File: src/rtl/clk_ctrl.sv
// Clock-enable controller for the pipelined core: issues one-cycle CPU_CE pulses
// at a programmable ratio and sequences halted / running / single-step operation.
module clk_ctrl #(
    parameter int DIV_W = 8,
    parameter int CNT_W = 32
) (
    input  logic             CLKIN,
    input  logic             RST,
    input  logic [DIV_W-1:0] DIV,
    input  logic             RUN_REQ,
    input  logic             STEP_REQ,
    input  logic             HALT_REQ,
    input  logic             BRK_HIT,
    input  logic             CNT_CLR,
    output logic             CPU_CE,
    output logic [1:0]       STATE,
    output logic [CNT_W-1:0] CE_CNT,
    output logic             BUSY
);

    typedef enum logic [1:0] {
        ST_HALTED   = 2'b00,
        ST_RUNNING  = 2'b01,
        ST_STEPPING = 2'b10
    } state_e;

    state_e           state_q, state_d;
    logic [DIV_W-1:0] div_cnt_q, div_cnt_d;
    logic [DIV_W-1:0] div_l_q, div_l_d;
    logic             ce_q, ce_d;
    logic [CNT_W-1:0] ce_cnt_q, ce_cnt_d;
    logic             busy_q;
    logic             run_prev_q, step_prev_q, halt_prev_q;

    logic run_edge, step_edge, halt_edge, terminal;

    assign run_edge  = RUN_REQ  & ~run_prev_q;
    assign step_edge = STEP_REQ & ~step_prev_q;
    assign halt_edge = HALT_REQ & ~halt_prev_q;
    assign terminal  = (div_cnt_q == div_l_q);

    // NOTE: every signal gets its default before the case so no path can infer a latch.
    always_comb begin
        state_d   = state_q;
        div_cnt_d = div_cnt_q;
        div_l_d   = div_l_q;
        ce_d      = 1'b0;

        unique case (state_q)
            ST_HALTED: begin
                div_cnt_d = '0;
                // A coincident HALT edge outranks STEP/RUN; BRK_HIT is ignored so
                // the core can be run or stepped off a breakpoint.
                if (!halt_edge && step_edge) begin
                    state_d = ST_STEPPING;
                    div_l_d = DIV;
                end else if (!halt_edge && run_edge) begin
                    state_d = ST_RUNNING;
                    div_l_d = DIV;
                end
            end

            ST_RUNNING: begin
                if (halt_edge || BRK_HIT) begin
                    state_d   = ST_HALTED;
                    div_cnt_d = '0;
                end else if (terminal) begin
                    div_cnt_d = '0;
                    ce_d      = 1'b1;
                    div_l_d   = DIV;
                end else begin
                    div_cnt_d = div_cnt_q + 1'b1;
                end
            end

            ST_STEPPING: begin
                if (halt_edge) begin
                    state_d   = ST_HALTED;
                    div_cnt_d = '0;
                end else if (terminal) begin
                    state_d   = ST_HALTED;
                    div_cnt_d = '0;
                    ce_d      = 1'b1;
                    div_l_d   = DIV;
                end else begin
                    div_cnt_d = div_cnt_q + 1'b1;
                end
            end

            default: begin
                state_d   = ST_HALTED;
                div_cnt_d = '0;
            end
        endcase

        if (CNT_CLR) begin
            ce_cnt_d = '0;
        end else begin
            ce_cnt_d = ce_cnt_q + {{(CNT_W-1){1'b0}}, ce_d};
        end
    end

    // NOTE: state registers use non-blocking assignments so every flop samples pre-edge values.
    always_ff @(posedge CLKIN) begin
        if (!RST) begin
            state_q     <= ST_HALTED;
            div_cnt_q   <= '0;
            div_l_q     <= '0;
            ce_q        <= 1'b0;
            ce_cnt_q    <= '0;
            busy_q      <= 1'b0;
            // Loaded high so a request held through reset must be released first.
            run_prev_q  <= 1'b1;
            step_prev_q <= 1'b1;
            halt_prev_q <= 1'b1;
        end else begin
            state_q     <= state_d;
            div_cnt_q   <= div_cnt_d;
            div_l_q     <= div_l_d;
            ce_q        <= ce_d;
            ce_cnt_q    <= ce_cnt_d;
            busy_q      <= (state_d != ST_HALTED);
            run_prev_q  <= RUN_REQ;
            step_prev_q <= STEP_REQ;
            halt_prev_q <= HALT_REQ;
        end
    end

    assign CPU_CE = ce_q;
    assign STATE  = state_q;
    assign CE_CNT = ce_cnt_q;
    assign BUSY   = busy_q;

endmodule

File: config.mk
export PLATFORM = sky130hd
export DESIGN_NAME = clk_ctrl
export DESIGN_NICKNAME = d
export VERILOG_FILES = /design/src/rtl/clk_ctrl.sv
export SDC_FILE = /design/constraint.sdc
export NUM_CORES = 1
export LEC_CHECK = 0
export CORE_MARGIN = 3
export CORE_UTILIZATION = 51
export CTS_CLUSTER_DIAMETER = 80
export CTS_CLUSTER_SIZE = 30
export DETAILED_ROUTE_END_ITERATION = 8
export HOLD_SLACK_MARGIN = 0.15
export PLACE_DENSITY = 0.79
export SYNTH_ARGS = -nofsm -noshare
export SYNTH_HDL_FRONTEND = slang
export SYNTH_SLANG_ARGS = --single-unit
export TNS_END_PERCENT = 10
File: constraint.sdc
create_clock -name CLKIN -period 3.27 [get_ports CLKIN]
set_input_delay 0.981 -clock CLKIN [delete_from_list [all_inputs] [get_ports CLKIN]]
set_output_delay 0.981 -clock CLKIN [all_outputs]
set_load 0.02 [all_outputs]
==> impl_metrics.ini <==
[run_status]
run_status = completed

[timing]
fmaxAchievable_mhz = 320
final-hold-violation-count = 0
post-route-worst-setup-slack_ps = 147
timing.final.setup_violations = 0
finalMaxSlewViolations = 0
fin_worst_hold_slack_ps = 476
worst_slew_pin_slew_ps = 529
setup-tns-final_ps = 0
grt_setup_unrepaired = no
fin_crit_sh_pct = 95.5
worst_clock_skew_ps = 12.8
min_period_ps = 3120
slew-limit-headroom_pct = 64.6

[setup_path]
critPathCaptureType = flip-flop
worstPathRequired_ps = 3500
path_depth_of_the_worst_reg2reg_path = 10
critical_path_peak_fanout = 4
crit_cells = 11
crit_chain = clkdlybuf4s50_1 > nor2b_2 > o21a_1 > nand2_1 > nor2_1 > ha_1 > nand2_1 > or2_1 > or4_1 > or3_1 > a21oi_1
stage_delay_of_the_slowest_cell_on_the_critical_path_ps = 510
cp_data_arrival_time_ps = 3350
worst_path_max_delay_cell = sky130_fd_sc_hd__or4_1
crit_type = input port to flip-flop
path_buf_inv = 1
critPathTopFamily = simple AND/OR/NAND/NOR gates
timing.critical_path.from_type = input port
cp_common_cell = sky130_fd_sc_hd__nand2_1

[routing]
drt-wirelength-per-cell_um = 12.7
route.detailed.vias_per_inst = 5.12
final_wirelength_um = 5390
drt_pre_antenna_iters = 4
remaining_drc_errors = 0
drt_iter0_markers = 101
num_vias = 2169
ant_nets = 0

[power]
sequentialPowerShare_pct = 58.0
power.switching_fraction_pct = 23.6
powerDensity_mw_per_mm2 = 361
cellInternalPower_mw = 0.914
power.total_mw = 1.20
power_switching_mw = 0.283
pwr-share-clk_pct = 32.1
power.leakage_nw = 1.18
power.ir.vdd_worst_mv = 0.277
power.combinational.fraction_pct = 9.9

[placed_design]
port_buffers = 50
place_hpwl_um = 4060
placement.setup.worst_slack_ps = -187
dp_cells = 417
placedInstanceArea_mm2 = 0.00322
place.gp.congestion = 0.884

[grt]
grt_max_degree = 33
globalRoute.totalOverflow = 0
grt_first_pass_wirelength_um = 9490
grtUsageTotal_pct = 19.4
grt_antenna_before_repair = 0
first_global_vias = 2105

[synthesis]
dominant_combinational_cell_family_by_area_after_synthesis = simple AND/OR/NAND/NOR gates
synthAdderAreaFrac_pct = 3.44
synthArstFlopShare_pct = 0
syn_nets = 314
synth-compound-area-share_pct = 5.11
synth_edf_count = 0
yosysWarningCount = 0
synth.cell_area_mm2 = 0.00255
netlist_top_cells_count = sky130_fd_sc_hd__dfxtp_1 (55), sky130_fd_sc_hd__nor2_1 (41), sky130_fd_sc_hd__nand2_1 (35)
synth_mux_area_share_pct = 3.14
synth_area_per_cell_um2 = 8.73
synth.top_cell.area_share_pct = 43.2
yosys.area_share.simple_pct = 28.5
synth-main-ff-cell = sky130_fd_sc_hd__dfxtp_1
synth.lib_cells_used.distinct = 34
yosysTopAreaCell = sky130_fd_sc_hd__dfxtp_1
most_repeated_cell_in_the_gate_level_netlist_after_synthesis = sky130_fd_sc_hd__dfxtp_1
synth_cells = 292
synth_seq_area_share_pct = 43.2
yosys-top-cells-area = sky130_fd_sc_hd__dfxtp_1 (43%), sky130_fd_sc_hd__xor2_1 (7.9%), sky130_fd_sc_hd__nor2_1 (6.0%), sky130_fd_sc_hd__xnor2_1 (5.8%), sky130_fd_sc_hd__nand2_1 (5.2%)
xor_and_xnor_fraction_of_the_mapped_netlist_area_pct = 13.7
yosys_register_bits = 55

[floorplanning]
floorplan_row_count = 25
initial_utilization_pct = 53.3
pin_count = 51
fp.coreArea_mm2 = 0.00479
die_outline_height_um = 76.7
die_width_um = 76.7
design.die.area_mm2 = 0.00588

[finish]
fillers = 402
drive_above_1_share_pct = 8.68
fin_cells = 424
final_cell_area_mm2 = 0.00331
design.final.nets = 379
flow.area_growth_from_synthesis_pct = 29.9
antenna-diode-count = 0
final_core_utilization_pct = 69.2

[clocking]
cts_hold_buffers = 0
cts_setup_buffers = 0
cts_root_buf = sky130_fd_sc_hd__clkbuf_8
cts.clk_slew.worst_paths_ps = 90
tritoncts = built
cts.path.max_buffers = 2
clock_sinks = 55
cts_inserted_buffers = 5
htree_num_levels = 2
clk_latency_ps = 310
ctsResizeCount = 0

[flow_run]
timing.max_cap.violations = 0

[min_path]
holdCritPathClass = flip-flop to flip-flop
hold_path_depth = 2
-- placed cells by master (no fill, tap or decap) --
| cell | netlist | routed |
|---|---|---|
| sky130_fd_sc_hd__or2_1 | 1 | 1 |
| sky130_fd_sc_hd__nand3_1 | 16 | 16 |
| sky130_fd_sc_hd__xnor2_1 | 17 | 17 |
| sky130_fd_sc_hd__and4_1 | 5 | 5 |
| sky130_fd_sc_hd__nor2b_2 | 0 | 1 |
| sky130_fd_sc_hd__or3_2 | 1 | 1 |
| sky130_fd_sc_hd__nand3_2 | 1 | 1 |
| sky130_fd_sc_hd__o21a_1 | 1 | 1 |
| sky130_fd_sc_hd__a2111oi_4 | 1 | 1 |
| sky130_fd_sc_hd__or3_1 | 3 | 3 |
| sky130_fd_sc_hd__inv_6 | 0 | 1 |
| sky130_fd_sc_hd__o41ai_1 | 1 | 1 |
| sky130_fd_sc_hd__and3_1 | 5 | 5 |
| sky130_fd_sc_hd__nor4_1 | 3 | 3 |
| sky130_fd_sc_hd__clkdlybuf4s50_1 | 0 | 50 |
| sky130_fd_sc_hd__a31oi_1 | 1 | 1 |
| sky130_fd_sc_hd__nand2_1 | 35 | 35 |
| sky130_fd_sc_hd__nor4_2 | 2 | 2 |
| sky130_fd_sc_hd__and4_2 | 1 | 1 |
| sky130_fd_sc_hd__nor2_1 | 41 | 41 |
| sky130_fd_sc_hd__ha_1 | 7 | 7 |
| sky130_fd_sc_hd__nand4_1 | 6 | 6 |
| sky130_fd_sc_hd__o21ai_0 | 8 | 8 |
| sky130_fd_sc_hd__nand2b_1 | 7 | 7 |
| sky130_fd_sc_hd__dfxtp_1 | 55 | 55 |
| sky130_fd_sc_hd__or4_1 | 2 | 2 |
| sky130_fd_sc_hd__and2_1 | 1 | 1 |
| sky130_fd_sc_hd__buf_4 | 0 | 17 |
| sky130_fd_sc_hd__inv_1 | 8 | 8 |
| sky130_fd_sc_hd__a21oi_1 | 8 | 8 |
| sky130_fd_sc_hd__clkbuf_8 | 0 | 6 |
| sky130_fd_sc_hd__mux2i_1 | 8 | 8 |
| sky130_fd_sc_hd__xor2_1 | 23 | 23 |
| sky130_fd_sc_hd__nor2b_1 | 4 | 3 |
| sky130_fd_sc_hd__nor3_1 | 8 | 8 |
| sky130_fd_sc_hd__nor3b_1 | 3 | 3 |
-- sequential cells by signal (all words and copies together), names as in the netlist --
name / cells
CE_CNT: 32
run_prev_q: 1
div_cnt_q: 8
STATE: 2
step_prev_q: 1
CPU_CE: 1
div_l_q: 8
halt_prev_q: 1
BUSY: 1
-- layout make-up --
type | instances | area (µm²) | area share (%)
multi-input cells | 220 | 1380 | 41.6
flip-flops and latches | 55 | 1100 | 33.2
repair buffers | 67 | 628 | 19.0
well taps | 67 | 83.8 | 2.53
clock buffers | 6 | 82.6 | 2.49
inverters | 8 | 30.0 | 0.907
clock inverters | 1 | 8.76 | 0.264
-- final timing paths --
| check | slack [ps] | start | to |
|---|---|---|---|
| worst max register to register | 400 | div_cnt_q[0]$_SDFF_PN0_ | CE_CNT[29]$_SDFF_PP0_ |
| worst min register to register | 480 | div_l_q[1]$_SDFFE_PN0P_ | div_l_q[1]$_SDFFE_PN0P_ |
| worst min-delay path | 480 | div_l_q[1]$_SDFFE_PN0P_ | div_l_q[1]$_SDFFE_PN0P_ |
| worst max-delay path | 150 | BRK_HIT | CE_CNT[29]$_SDFF_PP0_ |
-- power groups by stage --
stage / clock (mW) / combinational, mW / sequential, mW
floorplan: 0 / 0.0735 / 0.710
global placement: 0 / 0.116 / 0.710
detailed placement: 0 / 0.118 / 0.710
CTS: 0.392 / 0.119 / 0.695
global route: 0.422 / 0.131 / 0.697
finish: 0.384 / 0.119 / 0.694
-- layer usage --
metal | share of wire (%) | wire (µm) | GRT usage [%]
met2 | 48 | 2610 | 34.2
met5 | 0 | 0 | 0
met3 | 4.0 | 213 | 4.23
met1 | 46 | 2460 | 23.3
met4 | 2.0 | 106 | 6.52
-- kinds of logic after synthesis --
kind of cell	Yosys count
compound gates	20
xor+xnor	40
fa+ha+maj	7
buf+inv	17
flops	55
mux	8
simple gates	145
-- worst register-to-register path, cell delays in order, from the launching register on --
cell	delay [ps]
sky130_fd_sc_hd__dfxtp_1	440
sky130_fd_sc_hd__xor2_1	110
sky130_fd_sc_hd__nor4_2	360
sky130_fd_sc_hd__nand2_1	230
sky130_fd_sc_hd__nor2_1	150
sky130_fd_sc_hd__ha_1	170
sky130_fd_sc_hd__nand2_1	70
sky130_fd_sc_hd__or2_1	250
sky130_fd_sc_hd__or4_1	510
sky130_fd_sc_hd__or3_1	340
sky130_fd_sc_hd__a21oi_1	170
Note: power is estimated with default switching activity, not from simulation.
